### src/rtl/mem_access_unit_pkg.sv
// Shared types and constants for the MEM-stage BRAM access unit.
package mem_access_pkg;

    typedef enum logic [1:0] {
        IDLE  = 2'd0,
        ISSUE = 2'd1,
        WAIT  = 2'd2,
        DONE  = 2'd3
    } state_t;

    typedef enum logic [1:0] {
        SZ_WORD = 2'd0,
        SZ_HALF = 2'd1,
        SZ_BYTE = 2'd2
    } size_t;

    localparam logic [3:0] BE_WORD    = 4'b1111;
    localparam logic [3:0] BE_HALF_LO = 4'b0011;
    localparam logic [3:0] BE_HALF_HI = 4'b1100;
    localparam logic [3:0] BE_BYTE0   = 4'b0001;

    function automatic logic [3:0] store_be(input size_t sz, input logic [1:0] off);
        case (sz)
            SZ_WORD: return BE_WORD;
            SZ_HALF: return off[1] ? BE_HALF_HI : BE_HALF_LO;
            default: return BE_BYTE0 << off;
        endcase
    endfunction

    // Sub-word store data is replicated across all lanes; the byte enables pick the lane.
    function automatic logic [31:0] store_lanes(input size_t sz, input logic [31:0] wd);
        case (sz)
            SZ_WORD: return wd;
            SZ_HALF: return {2{wd[15:0]}};
            default: return {4{wd[7:0]}};
        endcase
    endfunction

endpackage

### src/rtl/mem_access_unit_lane_align.sv
// Selects the addressed byte/half lane of a BRAM read word and sign- or zero-extends it.
module mem_lane_align
    import mem_access_pkg::*;
(
    input  logic [31:0] rdata,
    input  logic [1:0]  addr,
    input  size_t       size,
    input  logic        zero_ext,
    output logic [31:0] result
);

    logic [15:0] half_v;
    logic [7:0]  byte_v;

    always_comb begin
        half_v = addr[1] ? rdata[31:16] : rdata[15:0];
        case (addr)
            2'd0:    byte_v = rdata[7:0];
            2'd1:    byte_v = rdata[15:8];
            2'd2:    byte_v = rdata[23:16];
            default: byte_v = rdata[31:24];
        endcase
        case (size)
            SZ_HALF: result = {{16{~zero_ext & half_v[15]}}, half_v};
            SZ_BYTE: result = {{24{~zero_ext & byte_v[7]}}, byte_v};
            default: result = rdata;
        endcase
    end

endmodule

### src/rtl/mem_access_unit.sv
// MEM-stage initiator for the word-wide data BRAM: issues loads/stores, stalls for read latency,
// and returns aligned, extended load data.
module mem_access_unit
    import mem_access_pkg::*;
#(
    parameter int unsigned ADDR_W       = 10,
    parameter int unsigned READ_LATENCY = 1
) (
    input  logic              Clk,
    input  logic              Rst_n,
    input  logic [31:0]       EX_MEM_Address,
    input  logic [31:0]       EX_MEM_WriteData,
    input  logic              EX_MEM_MemRead,
    input  logic              EX_MEM_MemWrite,
    input  logic              EX_MEM_HalfControl,
    input  logic              EX_MEM_ByteControl,
    input  logic              EX_MEM_Unsigned,
    output logic              MEM_Stall,
    output logic [31:0]       MEM_LoadData,
    output logic              MEM_LoadValid,
    output logic              MEM_MisalignErr,
    output logic [ADDR_W-1:0] Mem_Addr,
    output logic [31:0]       Mem_WData,
    output logic [3:0]        Mem_WE,
    output logic              Mem_En,
    input  logic [31:0]       Mem_RData
);

    localparam int unsigned CNT_W = $clog2(READ_LATENCY + 1);

    state_t           state;
    size_t            size_q;
    size_t            req_size;
    logic [1:0]       off_q;
    logic             zero_ext_q;
    logic             is_load_q;
    logic [CNT_W-1:0] cnt;
    logic             req;
    logic             aligned;
    logic             accept;
    logic [31:0]      align_data;
    logic             unused_addr_hi;

    assign unused_addr_hi = ^EX_MEM_Address[31:ADDR_W+2];

    // Stall is masked by reset so a request held during reset cannot freeze the pipeline.
    always_comb begin
        req = EX_MEM_MemRead ^ EX_MEM_MemWrite;
        if (EX_MEM_HalfControl)
            req_size = SZ_HALF;
        else if (EX_MEM_ByteControl)
            req_size = SZ_BYTE;
        else
            req_size = SZ_WORD;
        case (req_size)
            SZ_WORD: aligned = (EX_MEM_Address[1:0] == 2'b00);
            SZ_HALF: aligned = ~EX_MEM_Address[0];
            default: aligned = 1'b1;
        endcase
        accept    = Rst_n && (state == IDLE) && req && aligned;
        MEM_Stall = accept || (state == ISSUE && is_load_q) || (state == WAIT);
    end

    mem_lane_align u_lane_align (
        .rdata    (Mem_RData),
        .addr     (off_q),
        .size     (size_q),
        .zero_ext (zero_ext_q),
        .result   (align_data)
    );

    always_ff @(posedge Clk or negedge Rst_n) begin
        if (!Rst_n) begin
            state           <= IDLE;
            size_q          <= SZ_WORD;
            off_q           <= '0;
            zero_ext_q      <= 1'b0;
            is_load_q       <= 1'b0;
            cnt             <= '0;
            MEM_LoadData    <= '0;
            MEM_LoadValid   <= 1'b0;
            MEM_MisalignErr <= 1'b0;
            Mem_Addr        <= '0;
            Mem_WData       <= '0;
            Mem_WE          <= '0;
            Mem_En          <= 1'b0;
        end else begin
            Mem_En          <= 1'b0;
            Mem_WE          <= '0;
            MEM_LoadValid   <= 1'b0;
            MEM_MisalignErr <= 1'b0;
            case (state)
                IDLE: begin
                    if (accept) begin
                        state      <= ISSUE;
                        Mem_En     <= 1'b1;
                        Mem_Addr   <= EX_MEM_Address[ADDR_W+1:2];
                        off_q      <= EX_MEM_Address[1:0];
                        size_q     <= req_size;
                        zero_ext_q <= EX_MEM_Unsigned;
                        is_load_q  <= EX_MEM_MemRead;
                        if (EX_MEM_MemWrite) begin
                            Mem_WE    <= store_be(req_size, EX_MEM_Address[1:0]);
                            Mem_WData <= store_lanes(req_size, EX_MEM_WriteData);
                        end
                    end else if (EX_MEM_MemRead || EX_MEM_MemWrite) begin
                        MEM_MisalignErr <= 1'b1;
                    end
                end
                ISSUE: begin
                    if (is_load_q) begin
                        state <= WAIT;
                        cnt   <= CNT_W'(READ_LATENCY - 1);
                    end else begin
                        state <= IDLE;
                    end
                end
                WAIT: begin
                    if (cnt == '0) begin
                        MEM_LoadData  <= align_data;
                        MEM_LoadValid <= 1'b1;
                        state         <= DONE;
                    end else begin
                        cnt <= cnt - 1'b1;
                    end
                end
                DONE: state <= IDLE;
                default: state <= IDLE;
            endcase
        end
    end

endmodule

### config.mk
export PLATFORM = sky130hd
export DESIGN_NAME = mem_access_unit
export DESIGN_NICKNAME = d
export VERILOG_FILES = /design/src/rtl/mem_access_unit_pkg.sv /design/src/rtl/mem_access_unit_lane_align.sv /design/src/rtl/mem_access_unit.sv
export SDC_FILE = /design/constraint.sdc
export NUM_CORES = 1
export LEC_CHECK = 0
export BUFFER_PORTS_ARGS = -buffer_cell sky130_fd_sc_hd__buf_2
export CORE_MARGIN = 4
export CORE_UTILIZATION = 30
export DETAILED_ROUTE_END_ITERATION = 10
export PLACE_DENSITY = 0.56
export SLEW_MARGIN = 5
export SYNTH_ARGS = -nofsm -noshare
export SYNTH_HDL_FRONTEND = slang
export SYNTH_HIERARCHICAL = 1
export SYNTH_SLANG_ARGS = --single-unit
### constraint.sdc
create_clock -name Clk -period 1.79 [get_ports Clk]
set_input_delay 0.0895 -clock Clk [delete_from_list [all_inputs] [get_ports Clk]]
set_output_delay 0.0895 -clock Clk [all_outputs]
set_load 0.02 [all_outputs]
==> impl_metrics.ini <==
[drt]
num_vias = 3564
drt_pass1_iterations = 5
drtAntennaViolNets = 0
drt-initial-drc-count = 99
vias_per_cell = 4.73
drc = 0
wl_mm = 12.4
wl_per_cell_um = 16.4

[power_and_ir_drop]
peakVddDrop_mv = 0.809
power_frac_comb_pct = 52.3
swShare_pct = 39.6
p_clk_share_pct = 17.7
power.switching_mw = 4.57
internal_power_mw = 6.97
total_leakage_power_nw = 3.02
p_total_mw = 11.5
p_seq_share_pct = 30.0
power.density_mw_per_mm2 = 1880

[synthesis]
syn_area_sq_mm = 0.00449
yosys_register_bits = 89
syn_nets = 479
yosys_warnings = 6
yosys.cell_types.count = 38
ys_seq_area_share_pct = 49.6
synth.area.top_cells = dfrtp_1 50%, mux2_2 25%, a21oi_1 3.8%
syn_inst = 373
netlist.area_leader.share_pct = 49.6
synth_top_area_cell = dfrtp_1
syn_avg_cell_area_sq_um = 12.0

[clock_network]
cts-htree-levels = 3
cts_inserted_buffers = 9
clkTransAtPathRegs_ns = 0.07
cts_sinks = 89
cts_root_buf = clkbuf_16
cts_buffer_depth = 2
cts_tree = yes
clk_latency_ns = 0.34

[sta]
post-route-period-util_pct = 99.5
fin_tns_setup_ns = 0
drv_slew = 0
skew_ns = 0.00893
setup_viol = 0
fin_ws_ns = 0.00832
slew_headroom_pct = 59.5
tightest_slew_ns = 0.607
fmax_mhz = 561
min_period_ns = 1.78
final_hold_viol_count = 0
grt_setup_unrepaired = yes
hold_slack_ns = 0.0264

[placement]
placed_cell_area_sq_mm = 0.00560
dp_slack_ns = 0.0441
gp_routability_congestion = 0.817
portBuffers = 164
hpwl_mm = 9.16
dp_cells = 717

[setup_path]
end_kind = register
critical_path_arrival_ns = 2.01
cp_max_fo = 4
r2r_setup_slack_ns = 0.008
r2r-start = size_q[0]
ff2ff_path_depth = 9
path_class = register to register
cp-endpoint = MEM_LoadData[7]
cp-start-kind = register
required_ns = 2.02
crit_start = size_q[0]
r2r-end = MEM_LoadData[7]

[cells_and_area]
nNetsFinal = 670
finalNonFillerCells = 753
final_cell_mix = 163 x buf_2, 101 x mux2_2, 88 x dfrtp_1, 34 x a21oi_1, 24 x buf_4
fillers = 1439
stdcell_area_sq_mm = 0.00615
drive_gt1_share_pct = 57.6
syn_to_final_growth_pct = 37.0
final_common_cell = buf_2
n_antenna_cell = 0
final_util_pct = 42.1

[flow_run]
max_cap_viol_count = 0

[min_path]
holdPathStages = 2
hold_path.class = input pin to register

[outcome]
status = finished clean

[floorplan]
die_area_sq_mm = 0.0170
die_x_um = 130
start_util_pct = 30.8
die_height_um = 130
core_region_area_sq_mm = 0.0146
io_pins = 185
rows = 44

[global_routing]
overflow = 0
grt_pass1_vias = 3737
grt_start_max_net_pins = 47
grtUsageTotal_pct = 14.8
antenna_found_initial = 0
grt_pass1_wl_mm = 19.5
[critical path, cell delays in order (launching register included)]
cell and delay, ns:
dfrtp_1 0.36, inv_1 0.05, ha_2 0.18, buf_4 0.15, nand2b_4 0.06, o22ai_2 0.10, buf_4 0.16, a211oi_1 0.26
a21oi_1 0.08, mux2_2 0.27
[state kept, by name, summed over array words and instances (netlist names), named ones only]
signal           count
MEM_LoadData        32
MEM_LoadValid        1
MEM_MisalignErr      1
Mem_Addr            10
Mem_En               1
Mem_WData           32
Mem_WE               4
is_load_q            1
off_q                2
size_q               2
state                1
zero_ext_q           1
[worst min path at each step]
| stage | from | end | slack [ns] |
|---|---|---|---|
| after floorplan | Rst_n | MEM_LoadData[0] | -0.21 |
| after global placement | Rst_n | state[0] | 0.21 |
| after detailed placement | Rst_n | state[0] | 0.22 |
| after CTS | EX_MEM_Address[0] | Mem_WE[0] | 0.007 |
| after global routing | EX_MEM_Address[0] | Mem_WE[0] | 0.03 |
| final | EX_MEM_Address[0] | Mem_WE[0] | 0.03 |
[synth_stat cells]
cell	instances
buf_6	5
and4bb_2	1
a21oi_1	34
inv_1	22
nand3_1	1
o21bai_1	2
a21o_1	3
buf_1	1
a211oi_1	1
o22ai_1	1
ha_1	3
nor4b_2	1
clkbuf_2	1
buf_2	6
o211ai_1	2
clkbuf_1	11
nor4b_1	1
or3_1	1
buf_4	2
o22ai_2	1
nand2b_1	3
and2_1	1
nor2b_1	11
mux2_2	101
o21a_1	1
nor2_1	11
nor3_1	1
dfrtp_1	89
o2111ai_4	1
mux2_4	2
xnor2_1	1
o21ai_0	9
nor2_2	1
nand2_1	14
a22oi_1	8
o2bb2ai_1	7
or2_4	1
mux2i_1	11
[power groups by stage]
stage | Combinational [mW] | Clock, mW | Sequential [mW]
finish | 6.03 | 2.04 | 3.46
global route | 6.56 | 2.20 | 3.59
CTS | 5.93 | 2.11 | 3.46
detailed placement | 5.89 | 0 | 3.49
global placement | 5.82 | 0 | 3.43
floorplan | 2.88 | 0 | 4.50
[timing repair]
action | CTS | global route
resized for setup | 0 | 13
endpoints found under the setup margin | 1 | 25
buffers inserted | 1 | 6
hold endpoints to repair | 55 | 0
pin swaps | 1 | 2
hold buffers | 13 | 0
[final cells by class]
type	instances	area [sq um]	share of cell area, %
timing repair buffer	206	1220	19.8
clock buffer	10	229	3.72
sequential	89	2230	36.2
inverter	22	82.6	1.34
tap	184	230	3.74
multi-input combinational	236	2070	33.6
clock inverter	6	91.3	1.49
[cells by family (layout without fill, tap and decap cells)]
group           count (synthesis)  after routing  share of synthesized area, %
compound gates                 70             70                          10.0
xor+xnor                        1              1                         0.195
fa+ha+maj                       3              3                         0.836
buf+inv                        48            244                          5.21
flops                          89             89                          49.6
mux                           114            114                          28.5
simple gates                   48             48                          5.69
[layer usage]
| metal | wire [um] | GRT usage (%) | up-vias |
|---|---|---|---|
| li1 | - | - | 1697 |
| met1 | 5380 | 18.8 | 1728 |
| met2 | 5700 | 23.8 | 127 |
| met3 | 1110 | 4.87 | 12 |
| met4 | 154 | 4.72 | 0 |
| met5 | 0 | 0 | - |
Note: power is estimated with default switching activity, not from simulation.
